<file path="config.mk">
export PLATFORM = sky130hd
export DESIGN_NAME = axis_uart_tx_arbiter
export DESIGN_NICKNAME = d
export VERILOG_FILES = /design/src/rtl/axis_uart_tx_arbiter.sv
export SDC_FILE = /design/constraint.sdc
export NUM_CORES = 1
export LEC_CHECK = 0
export CAP_MARGIN = 10
export CORE_AREA = 3 3 58 82
export CTS_BUF_LIST = sky130_fd_sc_hd__clkbuf_8
export DETAILED_ROUTE_END_ITERATION = 10
export DIE_AREA = 0 0 61 85
export HOLD_SLACK_MARGIN = 0.08
export PLACE_DENSITY_LB_ADDON = 0.25
export SYNTH_ARGS = -nofsm -noshare
export SYNTH_HDL_FRONTEND = slang
export SYNTH_SLANG_ARGS = --single-unit
</file>
<file path="constraint.sdc">
create_clock -name clk -period 7.22 [get_ports clk]
set_input_delay 0.722 -clock clk [delete_from_list [all_inputs] [get_ports clk]]
set_output_delay 0.722 -clock clk [all_outputs]
set_load 0.01 [all_outputs]
</file>
<file path="src/rtl/axis_uart_tx_arbiter.sv">
// ---------------------------------------------------------------------------
// axis_uart_tx_arbiter
//
// Packet-level round-robin arbiter that shares one AXI-Stream -> FIFO -> UART
// transmit path among NUM_PORTS sources. A granted port keeps the path until
// its packet ends (source last or forced by the beat watchdog), so bytes of
// different packets never interleave on the serial line. Data passes straight
// through; nothing is buffered or dropped here.
//
// Ports:
//   clk, rst            clock, synchronous active-high reset
//   s_axis_data/valid/last/ready   per-port source streams (port i at
//                       s_axis_data[i*WIDTH +: WIDTH])
//   m_axis_data/valid/last/ready   stream towards the FIFO/UART TX chain
//   grant               one-hot current owner, zero when idle
//   grant_id            index of the current or most recent owner
//   busy                high while a port owns the path
//   err_trunc           one-cycle pulse after a packet was forcibly ended
// ---------------------------------------------------------------------------
module axis_uart_tx_arbiter #(
    parameter int NUM_PORTS = 4,
    parameter int WIDTH     = 8,
    parameter int MAX_BEATS = 16
) (
    input  logic                         clk,
    input  logic                         rst,
    input  logic [NUM_PORTS*WIDTH-1:0]   s_axis_data,
    input  logic [NUM_PORTS-1:0]         s_axis_valid,
    input  logic [NUM_PORTS-1:0]         s_axis_last,
    output logic [NUM_PORTS-1:0]         s_axis_ready,
    output logic [WIDTH-1:0]             m_axis_data,
    output logic                         m_axis_valid,
    output logic                         m_axis_last,
    input  logic                         m_axis_ready,
    output logic [NUM_PORTS-1:0]         grant,
    output logic [$clog2(NUM_PORTS)-1:0] grant_id,
    output logic                         busy,
    output logic                         err_trunc
);

    localparam int IDW = $clog2(NUM_PORTS);
    localparam int CW  = $clog2(MAX_BEATS);
    localparam logic [CW-1:0]  LAST_CNT = CW'(MAX_BEATS - 1);
    localparam logic [IDW-1:0] RST_ID   = IDW'(NUM_PORTS - 1);

    typedef enum logic [0:0] {
        ST_IDLE  = 1'b0,
        ST_GRANT = 1'b1
    } state_t;

    state_t               state_r, state_nxt_s;
    logic [NUM_PORTS-1:0] grant_r, grant_nxt_s;
    logic [IDW-1:0]       grant_id_r, grant_id_nxt_s;
    logic [CW-1:0]        beat_cnt_r, beat_cnt_nxt_s;
    logic                 err_trunc_r, err_trunc_nxt_s;
    logic [IDW:0]         pick_s;
    logic                 owner_last_s;
    logic                 xfer_s;

    // Round-robin pick: {found, index} of the first requester after last_id.
    // Scanning from the lowest priority upwards lets the nearest one win.
    function automatic logic [IDW:0] rr_pick(input logic [NUM_PORTS-1:0] req,
                                             input logic [IDW-1:0]       last_id);
        logic [IDW:0]   res;
        logic [IDW-1:0] idx;
        res = {(IDW+1){1'b0}};
        for (int k = NUM_PORTS; k >= 1; k--) begin
            idx = IDW'((int'(last_id) + k) % NUM_PORTS);
            if (req[idx]) begin
                res = {1'b1, idx};
            end else begin
                res = res;
            end
        end
        return res;
    endfunction

    // One-hot vector for a port index
    function automatic logic [NUM_PORTS-1:0] onehot_of(input logic [IDW-1:0] id);
        return {{(NUM_PORTS-1){1'b0}}, 1'b1} << id;
    endfunction

    // Route the owner's stream onto the TX path and return ready to it alone
    always_comb begin
        m_axis_data  = {WIDTH{1'b0}};
        m_axis_valid = 1'b0;
        owner_last_s = 1'b0;
        s_axis_ready = {NUM_PORTS{1'b0}};
        for (int i = 0; i < NUM_PORTS; i++) begin
            if ((state_r == ST_GRANT) && (grant_id_r == IDW'(i))) begin
                m_axis_data     = s_axis_data[i*WIDTH +: WIDTH];
                m_axis_valid    = s_axis_valid[i];
                owner_last_s    = s_axis_last[i];
                s_axis_ready[i] = m_axis_ready;
            end else begin
                s_axis_ready[i] = 1'b0;
            end
        end
        // Watchdog: the MAX_BEATS-th beat always closes the packet
        if (state_r == ST_GRANT) begin
            m_axis_last = owner_last_s | (beat_cnt_r == LAST_CNT);
        end else begin
            m_axis_last = 1'b0;
        end
    end

    assign xfer_s = m_axis_valid & m_axis_ready;

    // Next-state logic: arbitrate in IDLE, count beats and release in GRANT
    always_comb begin
        state_nxt_s     = state_r;
        grant_nxt_s     = grant_r;
        grant_id_nxt_s  = grant_id_r;
        beat_cnt_nxt_s  = beat_cnt_r;
        err_trunc_nxt_s = 1'b0;
        pick_s          = rr_pick(s_axis_valid, grant_id_r);
        case (state_r)
            ST_IDLE: begin
                if (pick_s[IDW]) begin
                    state_nxt_s    = ST_GRANT;
                    grant_id_nxt_s = pick_s[IDW-1:0];
                    grant_nxt_s    = onehot_of(pick_s[IDW-1:0]);
                    beat_cnt_nxt_s = {CW{1'b0}};
                end else begin
                    state_nxt_s = ST_IDLE;
                end
            end
            ST_GRANT: begin
                if (xfer_s && m_axis_last) begin
                    state_nxt_s     = ST_IDLE;
                    grant_nxt_s     = {NUM_PORTS{1'b0}};
                    beat_cnt_nxt_s  = {CW{1'b0}};
                    // Final beat without source last means the watchdog fired
                    err_trunc_nxt_s = ~owner_last_s;
                end else if (xfer_s) begin
                    beat_cnt_nxt_s = beat_cnt_r + CW'(1);
                end else begin
                    beat_cnt_nxt_s = beat_cnt_r;
                end
            end
            default: begin
                state_nxt_s    = ST_IDLE;
                grant_nxt_s    = {NUM_PORTS{1'b0}};
                beat_cnt_nxt_s = {CW{1'b0}};
            end
        endcase
    end

    // FSM state register
    always_ff @(posedge clk) begin
        if (rst) begin
            state_r <= ST_IDLE;
        end else begin
            state_r <= state_nxt_s;
        end
    end

    // Grant, owner index, beat counter and truncation pulse registers
    always_ff @(posedge clk) begin
        if (rst) begin
            grant_r     <= {NUM_PORTS{1'b0}};
            grant_id_r  <= RST_ID;
            beat_cnt_r  <= {CW{1'b0}};
            err_trunc_r <= 1'b0;
        end else begin
            grant_r     <= grant_nxt_s;
            grant_id_r  <= grant_id_nxt_s;
            beat_cnt_r  <= beat_cnt_nxt_s;
            err_trunc_r <= err_trunc_nxt_s;
        end
    end

    assign grant     = grant_r;
    assign grant_id  = grant_id_r;
    assign busy      = (state_r == ST_GRANT);
    assign err_trunc = err_trunc_r;

endmodule

</file>
### Word-level counts from Yosys, hierarchy flattened

Cells that the tools add are included.

* flip-flop bits (word level): 12
* bits of input ports: 43
* output and inout bits: 22
* logic and storage cells: 76

* add/sub/neg operators: 5
* $lt $le $gt $ge: 4
* equal/unequal tests: 7
* shift-type cells: 1
* muxes and demuxes: 39
* bitwise logic cells: 5
* reductions and logical operators: 10

Operator list (number)
* $mux 8: 4
* $mux 4: 5
* $mux 1: 19
* $pmux 4 s2: 2
* $lt 2x3->1 const B: 4
* $mux 3: 4
* $bmux 1 s2: 4
* $reduce_and 2->1: 3
* $logic_and 1x1->1: 5
* $add 2x1->2 const B: 2
* $add 2x2->2 const B: 2
* $add 4x1->4 const B: 1
* $eq 2x2->1 const B: 2
* $eq 4x4->1 const B: 1
* $shl 1x2->4 const A: 1
* $ne 3x1->1 const B: 1
* $not 1->1: 3
* $reduce_or 3->1: 1
* $eq 2x1->1 const B: 1
* $logic_not 2->1: 1
* $ne 2x1->1 const B: 1
* $ne 2x2->1 const B: 1
* $pmux 1 s2: 1
* $and 1x1->1: 1
* $or 1x1->1: 1

### Logic depth before layout (Yosys ltp)

Gate-level depths: netlist of the first run.

* depth after elaboration: 11
* gate-level depth with buffers: 9
* mapped depth without buffers: 7

### Worst setup path after synthesis of the first run

OpenSTA, ideal clock, no wires.

* path type: register to output
* start: register grant_id_r[0], in the netlist grant_id[0]
* end: output m_axis_data[1]
* arrival time: 1.794 ns
* data required time: 6.498 ns
* setup slack: 4.704 ns
* stages on the path, launching flop included: 10
* path buffers: 3
* cells stage by stage: dfxtp_1 clkbuf_1 inv_1 ha_1 buf_4 clkbuf_1 a21oi_1 a21oi_1 o21ai_0 and2_1

* word-level cells in the longest chain between the ends: 6
* elaborated cells between the ends (all ways): 12
* those cells by class: 3 x eq/ne; 4 x mux; 5 x reduce/logical

Ends and longest elaborated chain
* start: declaration: RTL line 53 `logic [IDW-1:0] grant_id_r, grant_id_nxt_s;`
* start signal: assignment: RTL line 167 `grant_id_r <= grant_id_nxt_s;`
* $logic_not 2->1: RTL line 90 `if ((state_r == ST_GRANT) && (grant_id_r == IDW'(i))) begin`
* $logic_and 1x1->1: RTL line 90
* $mux 8 (3 in series): RTL line 90
* $mux 8 *: RTL line 90
* end: declaration: RTL line 31 `output logic [WIDTH-1:0] m_axis_data,`

Every way passes the cells marked *; elsewhere a longest branch is shown, timed or not.

### Worst setup path after layout of the first run

* start: register grant_id_r[0], in the netlist grant_id[0]
* end: output m_axis_valid

* word-level cells in the longest chain between the ends: 6
* elaborated cells between the ends (all ways): 12
* those cells by class: 3 x eq/ne; 4 x mux; 5 x reduce/logical

Ends and longest elaborated chain
* $logic_not 2->1: RTL line 90
* $logic_and 1x1->1: RTL line 90
* $mux 1 (3 in series): RTL line 90
* $mux 1 *: RTL line 90
* end: declaration: RTL line 32 `output logic m_axis_valid,`

Marks and branches as above.

==> results of run 1 <==
-- per-stage QoR --
step | power, uW | setup slack [ns] | hold slack [ns] | instance area (um^2)
floorplan | 189 | 4.70 | 0.449 | 1220
global placement | 258 | 3.92 | 0.460 | 1860
detailed placement | 257 | 3.89 | 0.457 | 1860
CTS | 320 | 3.67 | 0.471 | 1900
global route | 340 | 3.45 | 0.502 | 1900
finish | 315 | 3.72 | 0.472 | 1900
-- report_power, final --
part | switching (uW) | total (uW) | leakage (uW) | internal (uW)
clock | 23.2 | 59.8 | 0.0000216 | 36.6
combinational | 82.9 | 171 | 0.000592 | 87.8
sequential | 10.8 | 84.3 | 0.0000983 | 73.5
-- state kept, by name, summed over array words and instances (netlist names) --
register and cells:
grant 4, grant_id 2, beat_cnt_r 4, err_trunc 1
busy 1
-- kinds of logic after synthesis --
logic type      count (synthesis)
buf+inv                        19
fa+ha+maj                       5
simple gates                   75
flops                          12
compound gates                 54
mux                             4
-- worst reg2reg max path, stage by stage, from the launching register on --
cell	delay, ns
dfxtp_1	0.55
ha_1	0.72
a211oi_1	0.14
a221oi_2	0.40
a31oi_1	0.31
or4b_1	0.56
a31oi_1	0.16
-- synthesized netlist by cell type, types with 2 or more instances --
cell / number
a21oi_1: 23
nand2_1: 23
dfxtp_1: 12
nand3b_1: 9
and2_1: 8
nor2_1: 8
o21ai_0: 8
clkbuf_1: 7
inv_1: 6
ha_1: 5
nor2b_1: 5
nor3_1: 5
a31oi_1: 4
and3_1: 4
buf_2: 3
mux2i_1: 3
o32ai_1: 3
a211oi_1: 2
a221oi_1: 2
a32o_1: 2
nand2b_1: 2
nand3_1: 2
nor3b_1: 2
o21ai_1: 2
-- worst max-delay path by stage --
| stage | startpoint | to | cells past startpoint |
|---|---|---|---|
| 2_1_floorplan | grant_id[0]$_SDFFE_PP1P_ | m_axis_data[1] | 9 |
| 3_3_place_gp | s_axis_valid[1] | m_axis_valid | 5 |
| 3_5_place_dp | s_axis_valid[1] | m_axis_valid | 5 |
| 4_1_cts | grant_id[0]$_SDFFE_PP1P_ | m_axis_valid | 5 |
| 5_1_grt | grant_id[0]$_SDFFE_PP1P_ | m_axis_valid | 5 |
| 6_report | grant_id[0]$_SDFFE_PP1P_ | m_axis_valid | 5 |
-- layout make-up --
| type | instances | area share [%] |
|---|---|---|
| Sequential cell | 12 | 12.6 |
| Multi-Input combinational cell | 138 | 47.1 |
| Inverter | 7 | 1.38 |
| Tap cell | 45 | 2.96 |
| Timing Repair Buffer | 64 | 33.7 |
| Clock buffer | 3 | 2.17 |
-- layer usage --
metal	vias to the layer above	global-route usage [%]
li1	727	-
met1	595	16.6
met2	54	24.9
met3	7	3.04
met4	0	6.51
met5	-	0
==> results.sh, run 1 <==
export IMPL_outcome="complete, no violations"
export IMPL_clk_pin_slew_worst_paths_ns=0.05
export IMPL_ir_drop_mv=0.105
export IMPL_hold_end="grant[3]$_SDFFE_PP0P_"
export IMPL_totalWireLength_mm=3.68
export IMPL_fin_util_pct=45.6
export IMPL_cp_slowest_cell="ha_1"
export IMPL_io_buffers=64
export IMPL_ys_seq_area_share_pct=19.7
export IMPL_wl_per_cell_um=13.7
export IMPL_mostFrequentLayoutCells="clkdlybuf4s50_1, nand2_1, a21oi_1"
export IMPL_postCtsHoldBufs=0
export IMPL_wl_met3_um=284
export IMPL_seq_area_um2=240
export IMPL_synth_mux_area_share_pct=3.38
export IMPL_r2r_end="beat_cnt_r[3]$_SDFFE_PP0P_"
export IMPL_ctsResizeCount=0
export IMPL_synth_top_cell_area_share_pct=19.7
export IMPL_rows=28
export IMPL_rr_startpoint="grant_id[0]$_SDFFE_PP1P_"
export IMPL_crit_buf_inv=1
export IMPL_final_cells=269
export IMPL_final_common_cell="clkdlybuf4s50_1"
export IMPL_power_density_nw_per_um2=166
export IMPL_async_flop_share_pct=0
export IMPL_critPathMaxStageDelay_ns=0.72
export IMPL_die_h_um=85
export IMPL_fp_dieW_um=61
export IMPL_rsz0062_at_grt="false"
export IMPL_crit_path_max_fanout=23
export IMPL_worstPathRequired_ns=6.50
export IMPL_startpoint_type="flip-flop"
export IMPL_hold_violations=0
export IMPL_syn_num_nets=217
export IMPL_multiInputGateArea_um2=896
export IMPL_io_pin_count=65
export IMPL_dr_wl_met2_mm=1.74
export IMPL_maxCapViolCount=0
export IMPL_worstRegToRegCells=6
export IMPL_area_growth_synth_to_final_pct=55.5
export IMPL_worst_slew_pin_slew_ns=0.758
export IMPL_fin_setup_tns_ns=0
export IMPL_grt_total_usage_pct=14.5
export IMPL_routed_via_density=5.14
export IMPL_vias=1383
export IMPL_nets=274
export IMPL_ys_seq_elements=12
export IMPL_dieArea_um2=5190
export IMPL_cts_buffers=3
export IMPL_grt_pass1_wl_mm=5.93
export IMPL_antenna_found_initial=0
export IMPL_finalClockSkew_ns=0.00184
export IMPL_fin_crit_ns=3.50
export IMPL_path_class="reg -> out"
export IMPL_grt_overflow_total=0
export IMPL_synth_adder_area_share_pct=5.12
export IMPL_synth_edf_count=0
export IMPL_dp_cells=266
export IMPL_clock_root_buffer="clkbuf_8"
export IMPL_fillers=414
export IMPL_htreeDepth=1
export IMPL_dr_pass1_iters=4
export IMPL_drive_above_1_share_pct=4.02
export IMPL_cts_sinks=12
export IMPL_final_antenna_net_count=0
export IMPL_place_congestion=0.815
export IMPL_grt_max_degree=24
export IMPL_holdPathStages=2
export IMPL_coreArea_um2=4170
export IMPL_tritoncts="done"
export IMPL_synth_compound_area_share_pct=30.1
export IMPL_synth_area_leader_cell="dfxtp_1"
export IMPL_reg2reg_setup_slack_ns=4.30
export IMPL_path_cells="ha_1 -> a211oi_1 -> a221oi_2 -> and2_1 -> clkdlybuf4s50_1"
export IMPL_ys_flop_type="dfxtp_1"
export IMPL_dp_hpwl_mm=2.80
export IMPL_synth_top_family_by_area="simple AND/OR/NAND/NOR gates"
export IMPL_grt_pass1_vias=1367
export IMPL_yosysWarnings=0
export IMPL_setup_violations=0
export IMPL_syn_area_um2=1220
export IMPL_antenna_diode_count=0
export IMPL_cp_arrival_ns=2.78
export IMPL_cts_setup_buffers=0
export IMPL_drt_iter0_drc=53
export IMPL_avgSynthCellArea_um2=7.23
export IMPL_cts_buffer_depth=2
export IMPL_synth_cell_types=43
export IMPL_drc_errors=0
export IMPL_crit_family="adder cells"
export IMPL_timing_final_max_slew_violations=0
export IMPL_synth_xor_area_share_pct=0
export IMPL_relSlewSlack_pct=49.5
export IMPL_max_freq_ghz=0.286
export IMPL_synth_cells=169
export IMPL_hold_path_class="reg -> reg"
export IMPL_cellLeakagePower_uw=0.000712
export IMPL_synthTopCellsByArea="dfxtp_1, a21oi_1, nand2_1"
export IMPL_min_from="grant[3]$_SDFFE_PP0P_"
export IMPL_final_period_utilization_pct=48.5
export IMPL_met1Wirelength_mm=1.57
export IMPL_cp_end_kind="primary output"
export IMPL_highest_layer="met4"
export IMPL_start_util_pct=29.3
export IMPL_synth_simple_gate_area_share_pct=34.7
export IMPL_clk_latency_ns=0.24
(Power assumes the default switching activity.)
==> inputs of run 2 (changes only) <==
==> constraint.sdc (replaced) <==
create_clock -name clk -period 3.65 [get_ports clk]
set_input_delay 0.365 -clock clk [delete_from_list [all_inputs] [get_ports clk]]
set_output_delay 0.365 -clock clk [all_outputs]
set_load 0.01 [all_outputs]
==> run 2 against run 1 <==
  * Largest power group unchanged
  * Total power grew 110%
  * Worst hold slack lost 0.0046 ns
  * Sequential power grew 96%
  * Via count grew 2.6%
  * Combinational power grew 100%
  * Highest routed layer unchanged
==> results.sh, run 2 (synthesis gave the netlist of run 1 again) <==
export IMPL_grt_pass1_wl_mm=6.36
export IMPL_coreArea_um2=4170
export IMPL_die_h_um=85
export IMPL_drt_iter0_drc=74
export IMPL_power_density_nw_per_um2=342
export IMPL_start_util_pct=29.3
export IMPL_dieArea_um2=5190
export IMPL_cts_buffers=3
export IMPL_power_uw=657
export IMPL_cellLeakagePower_uw=0.000724
export IMPL_place_congestion=0.796
export IMPL_maxCapViolCount=0
export IMPL_postCtsHoldBufs=0
export IMPL_rows=28
export IMPL_fin_util_pct=46.1
export IMPL_vias=1419
export IMPL_grt_pass1_vias=1380
export IMPL_wl_met3_um=328
export IMPL_path_cells="inv_1 -> ha_1 -> inv_2 -> o311a_4 -> a21oi_1 -> nor2b_1 -> clkdlybuf4s50_1"
export IMPL_finalClockSkew_ns=0.00364
export IMPL_cts_buffer_depth=2
export IMPL_ir_drop_mv=0.219
export IMPL_highest_layer="met4"
export IMPL_setup_violations=0
export IMPL_clk_pin_slew_worst_paths_ns=0.06
export IMPL_dp_cells=267
export IMPL_fillers=448
export IMPL_cp_slowest_cell="ha_1"
export IMPL_htreeDepth=1
export IMPL_wl_per_cell_um=14.4
export IMPL_routed_via_density=5.24
export IMPL_clk_latency_ns=0.25
export IMPL_antenna_found_initial=0
export IMPL_cp_arrival_ns=2.76
export IMPL_met1Wirelength_mm=1.55
export IMPL_dr_wl_met2_mm=1.97
export IMPL_fp_dieW_um=61
export IMPL_worst_slew_pin_slew_ns=0.664
export IMPL_place_area_um2=1870
export IMPL_relSlewSlack_pct=55.5
export IMPL_nets=275
export IMPL_grt_total_usage_pct=15.7
export IMPL_crit_family="buffers and inverters"
export IMPL_dr_pass1_iters=4
export IMPL_timing_final_max_slew_violations=0
export IMPL_area_growth_synth_to_final_pct=57.2
export IMPL_max_freq_ghz=0.320
export IMPL_drc_errors=0
export IMPL_worstPathRequired_ns=3.28
export IMPL_final_common_cell="clkdlybuf4s50_1"
export IMPL_final_period_utilization_pct=85.6
export IMPL_hold_violations=0
export IMPL_dp_hpwl_mm=3.04
export IMPL_startpoint_type="flip-flop"
export IMPL_final_antenna_net_count=0
export IMPL_cp_end_kind="primary output"
export IMPL_grt_max_degree=23
export IMPL_cts_sinks=12
export IMPL_rsz0062_at_grt="false"
export IMPL_clock_root_buffer="clkbuf_8"
export IMPL_ctsResizeCount=0
export IMPL_antenna_diode_count=0
export IMPL_crit_buf_inv=3
export IMPL_final_cells=271
export IMPL_cts_setup_buffers=0
export IMPL_mostFrequentLayoutCells="clkdlybuf4s50_1, nand2_1, a21oi_1"
export IMPL_path_class="reg -> out"
export IMPL_crit_path_max_fanout=18
export IMPL_io_pin_count=65
export IMPL_fin_crit_ns=3.12
export IMPL_totalWireLength_mm=3.91
export IMPL_fin_setup_tns_ns=0
export IMPL_hold_path_class="reg -> reg"
export IMPL_outcome="complete, no violations"
export IMPL_io_buffers=64
export IMPL_critPathMaxStageDelay_ns=0.59
export IMPL_drive_above_1_share_pct=4.87
export IMPL_grt_overflow_total=0
export IMPL_design_area_um2=1920
export IMPL_tritoncts="done"
==> run 2: through the flow <==
stage                     worst slack (ns)  hold WS [ns]
after floorplan                       1.19         0.449
after global placement               0.742         0.457
after detailed placement             0.744         0.457
after CTS                            0.470         0.469
after global routing                 0.260         0.495
final                                0.527         0.467
==> run 2: routing by layer <==
metal / global-route usage, % / vias up
li1: - / 728
met1: 17.8 / 636
met2: 28.6 / 50
met3: 2.74 / 5
met4: 4.73 / 0
met5: 0 / -
==> run 2: report_power, final <==
group | switching [uW] | internal, uW | total, uW | leakage [uW]
combinational | 167 | 177 | 344 | 0.000597
sequential | 20.2 | 145 | 165 | 0.0000983
clock | 52.5 | 95.5 | 148 | 0.0000288
total | 240 | 417 | 657 | 0.000724
==> run 2: worst paths after layout <==
check             slack, ns                    endpoint  cells after the start                startpoint
setup / recovery       0.53                 m_axis_last                      7  grant_id[0]$_SDFFE_PP1P_
hold / removal         0.47       grant[3]$_SDFFE_PP0P_                      2     grant[3]$_SDFFE_PP0P_
setup reg to reg       0.81  beat_cnt_r[3]$_SDFFE_PP0P_                      7  grant_id[0]$_SDFFE_PP1P_
hold reg to reg        0.47       grant[3]$_SDFFE_PP0P_                      2     grant[3]$_SDFFE_PP0P_
==> run 2: final cells by class <==
type	instances	area [um^2]	area share, %
inverter	7	26.3	1.37
clock buffer	4	55.1	2.86
timing repair buffer	65	648	33.7
multi-input combinational	138	896	46.6
sequential	12	240	12.5
tap	45	56.3	2.93
==> run 2: worst register-to-register path: stages, from the launching register on <==
cell      delay [ns]
dfxtp_1         0.41
inv_1           0.20
ha_1            0.59
inv_2           0.14
o311a_4         0.43
a211oi_4        0.36
or4b_1          0.47
a31oi_1         0.16
